File: src/rtl/network_tx_arb.sv
// Round-robin, credit-gated arbiter that funnels per-channel request packets into one
// registered network slot and demuxes returned responses back to their channels.
module network_tx_arb #(
    parameter int num_chan_p        = 2,
    parameter int packet_width_p    = 128,
    parameter int data_width_p      = 32,
    parameter int max_out_credits_p = 16,
    localparam int chan_id_width_lp = (num_chan_p > 1) ? $clog2(num_chan_p) : 1,
    localparam int credit_width_lp  = $clog2(max_out_credits_p + 1)
) (
    input  logic                                 clk_i,
    input  logic                                 reset_i,

    input  logic [num_chan_p-1:0]                req_v_i,
    input  logic [num_chan_p*packet_width_p-1:0] req_packet_i,
    input  logic [num_chan_p-1:0]                req_invalid_i,
    output logic [num_chan_p-1:0]                req_yumi_o,

    output logic [packet_width_p-1:0]            out_packet_o,
    output logic                                 out_v_o,
    input  logic                                 out_ready_i,

    input  logic                                 credit_v_i,

    input  logic                                 returned_v_i,
    input  logic [data_width_p-1:0]              returned_data_i,
    input  logic [chan_id_width_lp-1:0]          returned_chan_i,
    output logic                                 returned_yumi_o,

    output logic [num_chan_p-1:0]                resp_v_o,
    output logic [data_width_p-1:0]              resp_data_o,
    input  logic [num_chan_p-1:0]                resp_yumi_i,

    output logic [credit_width_lp-1:0]           credits_o,
    output logic                                 out_credits_empty_o,
    output logic [num_chan_p-1:0]                invalid_access_o
);

    localparam logic [credit_width_lp-1:0] cred_max_lp = credit_width_lp'(max_out_credits_p);

    typedef struct packed {
        logic                      v;
        logic [packet_width_p-1:0] packet;
    } slot_t;

    logic [num_chan_p-1:0][packet_width_p-1:0] pkts;
    logic [num_chan_p-1:0]        elig;
    logic [num_chan_p-1:0]        bad_req;
    logic [num_chan_p-1:0]        grant_oh;
    logic [num_chan_p-1:0]        hit;
    logic [chan_id_width_lp-1:0]  ptr;
    logic [chan_id_width_lp-1:0]  grant_id;
    logic [credit_width_lp-1:0]   credits;
    logic                         found;
    logic                         grant;
    logic                         slot_free;
    logic                         chan_ok;
    int                           idx;
    slot_t                        slot;

    assign pkts      = req_packet_i;
    assign bad_req   = req_v_i & req_invalid_i;
    assign elig      = req_v_i & ~req_invalid_i;
    assign slot_free = ~slot.v | out_ready_i;

    // Search begins at ptr, which always names the highest-priority channel.
    always_comb begin
        found    = 1'b0;
        grant_id = '0;
        idx      = 0;
        for (int i = 0; i < num_chan_p; i++) begin
            idx = int'(ptr) + i;
            if (idx >= num_chan_p) idx = idx - num_chan_p;
            if (!found && elig[idx]) begin
                found    = 1'b1;
                grant_id = chan_id_width_lp'(idx);
            end
        end
    end

    assign grant = found && (credits != '0) && slot_free && !reset_i;

    always_comb begin
        grant_oh = '0;
        grant_oh[grant_id] = grant;
    end

    assign req_yumi_o       = reset_i ? '0 : (bad_req | grant_oh);
    assign invalid_access_o = reset_i ? '0 : bad_req;

    always_ff @(posedge clk_i or posedge reset_i) begin
        if (reset_i) begin
            ptr <= '0;
        end else if (grant) begin
            ptr <= (grant_id == chan_id_width_lp'(num_chan_p - 1)) ? '0 : grant_id + 1'b1;
        end
    end

    // A grant refills the slot even while it is draining, giving one packet per cycle.
    always_ff @(posedge clk_i or posedge reset_i) begin
        if (reset_i) begin
            slot <= '0;
        end else if (grant) begin
            slot.v      <= 1'b1;
            slot.packet <= pkts[grant_id];
        end else if (out_ready_i) begin
            slot.v <= 1'b0;
        end
    end

    assign out_v_o      = slot.v;
    assign out_packet_o = slot.packet;

    always_ff @(posedge clk_i or posedge reset_i) begin
        if (reset_i) begin
            credits <= cred_max_lp;
        end else begin
            case ({grant, credit_v_i})
                2'b10:   credits <= credits - 1'b1;
                2'b01:   if (credits != cred_max_lp) credits <= credits + 1'b1;
                default: credits <= credits;
            endcase
        end
    end

    assign credits_o           = credits;
    assign out_credits_empty_o = (credits == '0);

    for (genvar k = 0; k < num_chan_p; k++) begin : g_chan
        assign hit[k] = (returned_chan_i == chan_id_width_lp'(k));
    end

    assign chan_ok         = |hit;
    assign resp_v_o        = reset_i ? '0 : (hit & {num_chan_p{returned_v_i}});
    assign resp_data_o     = returned_data_i;
    // Out-of-range channel ids are swallowed so the return path cannot wedge.
    assign returned_yumi_o = chan_ok ? |(hit & resp_yumi_i) : returned_v_i;

    a_credit_overflow: assert property (@(posedge clk_i) disable iff (reset_i)
        !(credit_v_i && !grant && credits == cred_max_lp))
        else $error("network_tx_arb: credit returned with counter already full");

    a_bad_resp_chan: assert property (@(posedge clk_i) disable iff (reset_i)
        !(returned_v_i && !chan_ok))
        else $error("network_tx_arb: response for nonexistent channel dropped");

endmodule

File: config.mk
export PLATFORM = sky130hd
export DESIGN_NAME = network_tx_arb
export DESIGN_NICKNAME = d
export VERILOG_FILES = /design/src/rtl/network_tx_arb.sv
export SDC_FILE = /design/constraint.sdc
export NUM_CORES = 1
export LEC_CHECK = 0
export ABC_AREA = 1
export BUFFER_PORTS_ARGS = -buffer_cell sky130_fd_sc_hd__buf_2
export CAP_MARGIN = 30
export CORE_AREA = 2 2 185 187
export DETAILED_ROUTE_END_ITERATION = 16
export DIE_AREA = 0 0 187 189
export PLACE_DENSITY = 0.47
export SLEW_MARGIN = 20
export SYNTH_ARGS = -nofsm -noshare
export SYNTH_HDL_FRONTEND = slang
export SYNTH_SLANG_ARGS = --single-unit
File: constraint.sdc
create_clock -name clk_i -period 6.55 [get_ports clk_i]
set_clock_uncertainty 0.1 [all_clocks]
set_input_delay 0.3275 -clock clk_i [delete_from_list [all_inputs] [get_ports clk_i]]
set_output_delay 0.3275 -clock clk_i [all_outputs]
set_load 0.03 [all_outputs]
==> reports/qor.yml, run 1 <==
final_layout:
  num_antenna_cells: 0
  final_layout_size_suffix_gt1_share_pct: 37.0
  nets: 1517
  instances_no_fill: 1673
  nFillCells: 3599
  stdcell_area_um2: 9640
  syn2layout_area_growth_pct: 51.1
setup_path:
  start_kind: "flop"
  r2r_cells: 8
  critical_path_required_ns: 6.80
  crit_fanout: 68
  worstPathArrival_ns: 3.49
  critPathCaptureType: "flop"
  crit_type: "reg2reg"
min_path:
  hp-class: "in2async"
clock_network:
  clk_pin_slew_worst_paths_ns: 0.07
  clkSinkCount: 135
  cts.path.max_buffers: 2
  htreeDepth: 4
  cts_buffers: 17
  cts-root-buf: "clkbuf_16"
  post_cts_buffers: 0
  cts_tree: "built"
  insertion_delay_ns: 0.42
logic_synthesis:
  ys_async_sr_fraction_pct: 100
  synth_edf_count: 0
  syn-num-nets: 1107
  synth.ff_latch_count: 135
  yosysSeqAreaShare_pct: 53.0
  synthTopCellsByCount: "408 x nand2_1, 138 x nand3_1, 134 x dfrtp_1"
  avgSynthCellArea_um2: 7.96
  synth_area_um2: 6380
  synth.most_common_cell: "nand2_1"
  synth_area_leaders: "dfrtp_1 53%, nand2_1 24%, nand3_1 11%"
  synth_flop_cell: "dfrtp_1"
  synthCells: 802
  synth.largest_area_cell: "dfrtp_1"
  yosysWarnings: 0
  ys_types: 22
  yosysTopAreaCellShare_pct: 52.5
global_route:
  grt_antenna_before_repair: 0
  grt_start_max_net_pins: 76
  gr-total-overflow: 0
  grtUsageTotal_pct: 12.8
  grt_first_pass_wirelength_mm: 35.6
  grt_pass1_vias: 6451
floorplanning:
  die-area_um2: 35300
  ios: 474
  core_region_area_um2: 33300
  start_util_pct: 19.2
  chipWidth_um: 187
  die_h_um: 189
  rows: 67
timing:
  tns_ns: 0
  max_freq_mhz: 309
  relSlewSlack_pct: 44.1
  fin_hold_ws_ns: -0.0318
  drv_slew: 0
  finalCritPeriodShare_pct: 49.4
  rsz0062_at_grt: "false"
  period_needed_ns: 3.23
  worstMarginPinSlew_ns: 0.838
  hold_violations: 19
  setup_viol: 0
place:
  dp_cells: 1591
  gp_congestion: 0.856
  place_hpwl_mm: 17.0
  io_buffers: 409
  postPlaceCellArea_um2: 8550
route:
  drt_iter0_drc: 256
  ant_nets: 0
  vias: 6685
  finalWirelength_mm: 23.3
  wl_per_cell_um: 13.9
  dr.pass1.iters: 4
  drcViolationCount: 0
  routed_via_density: 4.00
power_and_ir_drop:
  p_per_area_nw_per_um2: 408
  vdd_drop_max_v: 0.000189
  leakage_nw: 5.20
  power_w: 0.00393
outcome:
  failed_checks: "hold timing"
  status: "finished with violations"
job:
  drv_cap: 0
[worst max-delay path: stages (launching register included)]
cell           delay [ns]
dfstp_2              0.56
inv_1                0.06
nand3_1              0.13
nand3_4              0.62
nor2_4               0.29
buf_4                0.60
nand2_1              0.10
nand3_1              0.09
dlygate4sd3_1        0.54
[kinds of logic (layout without fill, tap and decap cells)]
logic type	Yosys count	after routing	share of synthesized area [%]
AOI/OAI and AO/OA	9	9	0.804
xor gates and xnor gates	2	2	0.275
adders and majority gates	5	5	1.10
buffers and inverters	90	513	8.65
DFF	135	135	53.0
muxes	1	1	0.176
and+or+nand+nor	560	560	36.1
[final timing paths]
| check | startpoint | to | slack (ns) |
|---|---|---|---|
| max | credits_o[4] | out_packet_o[74] | 3.32 |
| min in group clk_i | req_packet_i[196] | out_packet_o[68] | 0.02 |
| max in group asynchronous | reset_i | out_packet_o[54] | 5.06 |
| max reg2reg | credits_o[4] | out_packet_o[74] | 3.32 |
| min reg2reg | out_packet_o[1] | out_packet_o[1] | 0.39 |
| min | reset_i | out_v_o | -0.03 |
[sequential cells by signal, indices dropped and copies added (netlist names)]
| register | cells |
|---|---|
| out_packet_o | 128 |
| out_v_o | 1 |
| ptr | 1 |
| credits_o | 5 |
[metrics by stage]
stage | utilization [%] | worst slack [ns]
final | 29.0 | 3.32
after global routing | 29.0 | 3.05
after CTS | 29.0 | 3.23
after detailed placement | 25.7 | 3.49
after global placement | 25.7 | 3.50
after floorplan | - | 2.37
[what timing repair did]
item	4_1_cts	5_1_grt
resized for setup	0	0
hold buffers	50	0
endpoints found under the hold margin	47	0
[per-layer routing]
metal / up-vias / GRT usage, % / share of wire (%)
li1: 3327 / - / -
met3: 21 / 3.47 / 7.1
met4: 0 / 4.88 / 2.5
met2: 303 / 22.3 / 50
met1: 3034 / 15.1 / 41
met5: - / 0 / 0
[cells in the final DEF, fill, tap and decap left out, types with 4 or more instances in the layout]
cell type      instances
inv_1                 15
ha_1                   4
buf_4                  6
nand3_1              138
nor2_1                10
dfrtp_1              134
dlygate4sd3_1         50
clkbuf_16             17
nand2_1              408
inv_6                  5
buf_2                409
[cell type report]
type                    instances  area, um2  area share, %
clock buffers                  19        443           4.59
clock inverters                13        145           1.51
inverters                      16       65.1          0.675
multi-input cells             577       2460           25.5
flip-flops and latches        135       3380           35.1
well taps                     448        561           5.81
repair buffers                465       2590           26.9
[power breakdown]
| group | switching (W) | total, W | internal, W |
|---|---|---|---|
| Sequential | 0.000187 | 0.00133 | 0.00114 |
| Combinational | 0.00111 | 0.00162 | 0.000505 |
| Clock | 0.000409 | 0.000986 | 0.000576 |
| Total | 0.00171 | 0.00393 | 0.00222 |
Power figures use the tool's default switching activity.
==> run 2: changes to the inputs <==
==> constraint.sdc (replaced) <==
create_clock -name clk_i -period 3.01 [get_ports clk_i]
set_clock_uncertainty 0.1 [all_clocks]
set_input_delay 0.1505 -clock clk_i [delete_from_list [all_inputs] [get_ports clk_i]]
set_output_delay 0.1505 -clock clk_i [all_outputs]
set_load 0.03 [all_outputs]
==> run 2 against run 1 <==
Largest cell class is now non-clock buffers. Worst setup slack worse by 3.1 ns. Count of clock-buffer cells in the layout up 3. Register-to-register slack worse by 3.1 ns. Wire length up 8.6%. Fmax up 17%. Sequential share of layout area down 6.2 points. Die area unchanged. Critical endpoint is now out_packet_o[49]. Non-clock buffer count up 210. Core utilization up 6.2 points. The flow now finishes without violations.
==> reports/qor.yml, run 2 (synthesis results as in run 1) <==
clock_network:
  cts_buffers: 17  # unchanged
  clkSinkCount: 135  # unchanged
  cts_resized: 0  # unchanged
  cts-root-buf: "clkbuf_16"  # unchanged
  insertion_delay_ns: 0.43  # was 0.42 ns
  cts_hold_buf: 259  # was 50
  htreeDepth: 4  # unchanged
  cts_tree: "built"  # unchanged
  clk_pin_slew_worst_paths_ns: 0.06  # was 0.07 ns
  post_cts_buffers: 0  # unchanged
  cts.path.max_buffers: 2  # unchanged
global_route:
  grt_first_pass_wirelength_mm: 41.1  # was 35.6 mm
  grtUsageTotal_pct: 14.6  # was 12.8%
  grt_pass1_vias: 8224  # was 6451
  gr-total-overflow: 0  # unchanged
  grt_antenna_before_repair: 0  # unchanged
  grt_start_max_net_pins: 129  # was 76
final_layout:
  final_layout_size_suffix_gt1_share_pct: 31.5  # was 37.0%
  instances_no_fill: 1881  # was 1673
  final_cell_mix: "409 x buf_2, 408 x nand2_1, 259 x dlygate4sd3_1, 138 x nand3_1, 134 x dfrtp_1"  # was 409 x buf_2, 408 x nand2_1, 138 x nand3_1, 134 x dfrtp_1, 50 x dlygate4sd3_1
  layout_commonest_cell: "buf_2"  # unchanged
  syn2layout_area_growth_pct: 83.5  # was 51.1%
  nFillCells: 3430  # was 3599
  num_antenna_cells: 0  # unchanged
  final_core_utilization_pct: 35.2  # was 29.0%
  largest_reg_flops: 128  # unchanged
  nets: 1727  # was 1517
setup_path:
  critPathBufInv: 3  # unchanged
  crit_fanout: 69  # was 68
  critPathCaptureType: "flop"  # unchanged
  start_kind: "flop"  # unchanged
  crit-reg2reg-launch: "credits_o[4]"  # unchanged
  crit_family: "buffers and inverters"  # was simple AND/OR/NAND/NOR gates
  r2r_cells: 8  # unchanged
  crit_chain: "inv_1, nand3_1, nand3_4, nor2_4, buf_4, nand2_1, nand3_1, dlygate4sd3_1"  # unchanged
  slowest_delay_ns: 0.58  # was 0.62 ns
  worstSetupPathDepth: 8  # unchanged
  critical_path.endpoint: "out_packet_o[49]"  # was out_packet_o[74]
  startpoint: "credits_o[4]"  # unchanged
  cpMaxStageDelayCell: "buf_4"  # was nand3_4
  critical_path_required_ns: 3.28  # was 6.80 ns
  worstPathArrival_ns: 3.04  # was 3.49 ns
  crit_path_frequent_cell: "nand3_1"  # unchanged
  crit_type: "reg2reg"  # unchanged
  reg2reg_slack_ns: 0.24  # was 3.32 ns
  rr_endpoint: "out_packet_o[49]"  # was out_packet_o[74]
power_and_ir_drop:
  power_frac_clock_pct: 20.7  # was 25.1%
  power_switching_w: 0.00382  # was 0.00171 W
  swShare_pct: 40.9  # was 43.5%
  p_per_area_nw_per_um2: 797  # was 408 nW/um2
  vdd_drop_max_v: 0.000376  # was 0.000189 V
  p_seq_share_pct: 30.9  # was 33.7%
  leakage_nw: 6.16  # was 5.20 nW
  pwr-share-comb_pct: 48.4  # was 41.2%
  internal_power_w: 0.00552  # was 0.00222 W
  power_w: 0.00934  # was 0.00393 W
place:
  place_hpwl_mm: 16.6  # was 17.0 mm
  gp_congestion: 0.806  # was 0.856
  dp_cells: 1592  # was 1591
  io_buffers: 409  # unchanged
  place_ws_ns: 0.563  # was 3.49 ns
floorplanning:
  ios: 474  # unchanged
  die_h_um: 189  # unchanged
  rows: 67  # unchanged
  chipWidth_um: 187  # unchanged
  core_region_area_um2: 33300  # unchanged
  die-area_um2: 35300  # unchanged
  start_util_pct: 19.2  # unchanged
route:
  dr.pass1.iters: 4  # unchanged
  drt_iter0_drc: 295  # was 256
  wl_per_cell_um: 13.5  # was 13.9 um
  ant_nets: 0  # unchanged
  routed_via_density: 4.07  # was 4.00
  finalWirelength_mm: 25.3  # was 23.3 mm
  drcViolationCount: 0  # unchanged
  vias: 7656  # was 6685
timing:
  drv_slew: 0  # unchanged
  setup_viol: 0  # unchanged
  max_freq_mhz: 361  # was 309 MHz
  relSlewSlack_pct: 42.5  # was 44.1%
  setup_ws_ns: 0.238  # was 3.32 ns
  period_needed_ns: 2.77  # was 3.23 ns
  worstMarginPinSlew_ns: 0.863  # was 0.838 ns
  rsz0062_at_grt: "false"  # unchanged
  hold_violations: 0  # was 19
  tns_ns: 0  # unchanged
  finalCritPeriodShare_pct: 92.1  # was 49.4%
job:
  drv_cap: 0  # unchanged
outcome:
  status: "complete, no violations"  # was finished with violations
min_path:
  hp-class: "in2out"  # was in2async
==> run 2: changes by cell type in the layout (fill, tap and decap cells not counted), sizes merged <==
cell	delta
clkinvlp	+2
bufinv	-2
clkbuf	+3
dlygate4sd3	+209
buf	+1
inv	-5
==> run 2: how the worst min path moves through the flow <==
stage	to	slack, ns	cells after the start	startpoint
CTS	out_v_o	0.19	5	req_v_i[0]
finish	resp_data_o[10]	0.20	0	returned_data_i[10]
global placement	resp_data_o[19]	0.20	0	returned_data_i[19]
detailed placement	resp_data_o[19]	0.20	0	returned_data_i[19]
floorplan	out_packet_o[0]	0.17	2	req_packet_i[128]
global route	resp_data_o[22]	0.20	0	returned_data_i[22]
==> run 2: area by class of cell <==
| class | count | area [um2] | area share [%] |
|---|---|---|---|
| Inverter | 16 | 63.8 | 0.545 |
| Tap cell | 448 | 561 | 4.79 |
| Timing Repair Buffer | 675 | 4720 | 40.3 |
| Multi-Input combinational cell | 577 | 2460 | 21.0 |
| Sequential cell | 135 | 3380 | 28.9 |
| Clock inverter | 8 | 50.0 | 0.427 |
| Clock buffer | 22 | 484 | 4.13 |
==> run 2: power by group through the flow <==
stage	registers, W	logic (W)	clock network (W)
2_1_floorplan	0.00418	0.00108	0
3_3_place_gp	0.00289	0.00351	0
3_5_place_dp	0.00289	0.00351	0
4_1_cts	0.00288	0.00450	0.00202
5_1_grt	0.00297	0.00487	0.00210
6_report	0.00288	0.00452	0.00193
==> run 2: metrics by stage <==
stage	hold WS [ns]	instance area, um2
2_1_floorplan	0.170	6390
3_3_place_gp	0.201	8580
3_5_place_dp	0.201	8580
4_1_cts	0.191	11700
5_1_grt	0.201	11700
6_report	0.201	11700
==> run 2: routing by layer <==
metal | global-route usage (%) | wire, um | vias up
li1 | - | - | 3731
met1 | 15.4 | 10000 | 3526
met2 | 26.2 | 12500 | 346
met3 | 4.54 | 1780 | 53
met4 | 7.36 | 1000 | 0
met5 | 0 | 0 | -
==> run 2: worst register-to-register path: stages, from the launching register on <==
cell,delay [ns]
dfstp_2,0.57
inv_1,0.07
nand3_1,0.12
nand3_4,0.22
nor2_4,0.16
buf_4,0.58
nand2_1,0.24
nand3_1,0.11
dlygate4sd3_1,0.55
==> run 3: changes to the inputs <==
--- a/config.mk
+++ b/config.mk
@@ -8,10 +8,10 @@
 export ABC_AREA = 1
 export BUFFER_PORTS_ARGS = -buffer_cell sky130_fd_sc_hd__buf_2
 export CAP_MARGIN = 30
-export CORE_AREA = 2 2 185 187
+export CORE_AREA = 2 2 187 189
 export DETAILED_ROUTE_END_ITERATION = 16
-export DIE_AREA = 0 0 187 189
-export PLACE_DENSITY = 0.47
+export DIE_AREA = 0 0 189 191
+export PLACE_DENSITY = 0.46
 export SLEW_MARGIN = 20
 export SYNTH_ARGS = -nofsm -noshare
 export SYNTH_HDL_FRONTEND = slang
==> run 3 against run 2 <==
Fmax hardly changed. Via count is 0.37% higher. Final cell count is 0.53% higher. Largest cell class unchanged.
==> reports/qor.yml, run 3 (synthesis results as in run 1) <==
outcome:
  status: "complete, no violations"  # unchanged
setup_path:
  reg2reg_slack_ns: 0.24  # about the same
  critical_path.endpoint: "out_packet_o[127]"  # was out_packet_o[49]
  crit_fanout: 68  # was 69
  r2r_cells: 8  # unchanged
  start_kind: "flop"  # unchanged
  crit_type: "reg2reg"  # unchanged
  rr_endpoint: "out_packet_o[127]"  # was out_packet_o[49]
  startpoint: "credits_o[4]"  # unchanged
  worstPathArrival_ns: 3.03  # was 3.04 ns
  critPathCaptureType: "flop"  # unchanged
  critical_path_required_ns: 3.27  # was 3.28 ns
  crit-reg2reg-launch: "credits_o[4]"  # unchanged
route:
  finalWirelength_mm: 25.1  # was 25.3 mm
  wl_per_cell_um: 13.3  # was 13.5 um
  vias: 7684  # was 7656
  dr.pass1.iters: 6  # was 4
  drt_iter0_drc: 264  # was 295
  ant_nets: 0  # unchanged
  routed_via_density: 4.06  # was 4.07
  drcViolationCount: 0  # unchanged
clock_network:
  cts_tree: "built"  # unchanged
  cts_buffers: 17  # unchanged
  htreeDepth: 4  # unchanged
  cts.path.max_buffers: 2  # unchanged
  clk_pin_slew_worst_paths_ns: 0.06  # about the same
  insertion_delay_ns: 0.43  # about the same
  cts-root-buf: "clkbuf_16"  # unchanged
  clkSinkCount: 135  # unchanged
  cts_resized: 0  # unchanged
final_layout:
  largest_reg_flops: 128  # unchanged
  nets: 1727  # unchanged
  syn2layout_area_growth_pct: 85.7  # was 83.5%
  layout_commonest_cell: "buf_2"  # unchanged
  nFillCells: 3589  # was 3430
  stdcell_area_um2: 11900  # was 11700 um2
  final_layout_size_suffix_gt1_share_pct: 31.7  # was 31.5%
  final_cell_mix: "409 x buf_2, 408 x nand2_1, 259 x dlygate4sd3_1, 138 x nand3_1, 134 x dfrtp_1"  # unchanged
floorplanning:
  rows: 68  # was 67
  chipWidth_um: 189  # was 187 um
  die-area_um2: 36100  # was 35300 um2
  core_region_area_um2: 34100  # was 33300 um2
  start_util_pct: 18.7  # was 19.2%
  die_h_um: 191  # was 189 um
  ios: 474  # unchanged
min_path:
  hp-class: "in2reg"  # was in2out
  min_path_cells: 5  # was 0
timing:
  tns_ns: 0  # unchanged
  drv_slew: 0  # unchanged
  fin_hold_ws_ns: 0.196  # was 0.201 ns
  max_freq_mhz: 361  # about the same
  rsz0062_at_grt: "false"  # unchanged
  finalCritPeriodShare_pct: 92.1  # about the same
  setup_viol: 0  # unchanged
  relSlewSlack_pct: 44.8  # was 42.5%
  period_needed_ns: 2.77  # about the same
  hold_violations: 0  # unchanged
  worstMarginPinSlew_ns: 0.828  # was 0.863 ns
global_route:
  grtUsageTotal_pct: 13.6  # was 14.6%
  grt_start_max_net_pins: 136  # was 129
  gr-total-overflow: 0  # unchanged
  grt_pass1_vias: 7873  # was 8224
  grt_first_pass_wirelength_mm: 38.8  # was 41.1 mm
  grt_antenna_before_repair: 1  # was 0
power_and_ir_drop:
  leakage_nw: 6.23  # was 6.16 nW
  pwr-share-comb_pct: 46.5  # was 48.4%
  power_frac_clock_pct: 23.8  # was 20.7%
  vdd_drop_max_v: 0.000425  # was 0.000376 V
  p_seq_share_pct: 29.7  # was 30.9%
  internal_power_w: 0.00587  # was 0.00552 W
  power_switching_w: 0.00383  # was 0.00382 W
  power_w: 0.00970  # was 0.00934 W
  p_per_area_nw_per_um2: 819  # was 797 nW/um2
  swShare_pct: 39.5  # was 40.9%
place:
  io_buffers: 409  # unchanged
  postPlaceCellArea_um2: 8610  # was 8580 um2
  place_hpwl_mm: 16.4  # was 16.6 mm
  gp_congestion: 0.791  # was 0.806
job:
  drv_cap: 0  # unchanged
## run 3: changes by cell type in the layout (fill, tap and decap cells not counted)
cell | previous run | this run
buf_12 | 2 | 3
buf_4 | 5 | 4
bufinv_16 | 0 | 4
clkbuf_1 | 1 | 0
clkinv_2 | 4 | 3
clkinv_4 | 0 | 4
clkinvlp_4 | 5 | 1
diode_2 | 0 | 1
## run 3: layout make-up
class / count / area (um2) / area share, %
Clock inverter: 11 / 170 / 1.44
Tap cell: 455 / 569 / 4.80
Multi-Input combinational cell: 577 / 2460 / 20.7
Clock buffer: 21 / 480 / 4.05
Inverter: 16 / 63.8 / 0.538
Sequential cell: 135 / 3380 / 28.5
Antenna cell: 1 / 2.50 / 0.0211
Timing Repair Buffer: 675 / 4730 / 39.9
## run 3: metal layers
layer / global-route usage (%) / vias up / part of all wire (%)
met5: 0 / - / 0
met4: 6.22 / 0 / 2.8
met3: 4.24 / 49 / 7.1
met2: 24.1 / 340 / 49
met1: 14.9 / 3553 / 41
li1: - / 3742 / -
## run 3: what timing repair did
action / CTS / global route
setup buffers: 0 / 0
hold buffers: 259 / 0
hold endpoints to repair: 264 / 0
## run 3: power by group through the flow
| stage | sequential, W | combinational (W) | clock [W] |
|---|---|---|---|
| 3_5_place_dp | 0.00288 | 0.00351 | 0 |
| 6_report | 0.00288 | 0.00451 | 0.00231 |
| 4_1_cts | 0.00287 | 0.00451 | 0.00242 |
| 3_3_place_gp | 0.00289 | 0.00351 | 0 |
| 5_1_grt | 0.00296 | 0.00487 | 0.00249 |
| 2_1_floorplan | 0.00418 | 0.00108 | 0 |
## run 3: worst min path at each step
stage | start | slack, ns | to
CTS | req_v_i[0] | 0.17 | ptr
finish | req_v_i[0] | 0.20 | ptr
global placement | returned_data_i[14] | 0.20 | resp_data_o[14]
floorplan | req_packet_i[128] | 0.17 | out_packet_o[0]
detailed placement | returned_data_i[14] | 0.20 | resp_data_o[14]
global route | returned_data_i[28] | 0.20 | resp_data_o[28]
## run 3: per-stage QoR
stage	std cells	worst slack [ns]	utilization [%]
after floorplan	802	0.282	-
after global placement	1599	0.648	25.2
after detailed placement	1599	0.597	25.2
after CTS	1890	0.266	34.7
after global routing	1891	0.0102	34.7
final	1891	0.238	34.7
## run 3: worst max-delay path, stage by stage (launching register included)
cell,delay (ns)
dfstp_2,0.57
inv_1,0.06
nand3_1,0.12
nand3_4,0.23
nor2_4,0.15
buf_4,0.57
nand2_1,0.13
nand3_1,0.12
dlygate4sd3_1,0.55
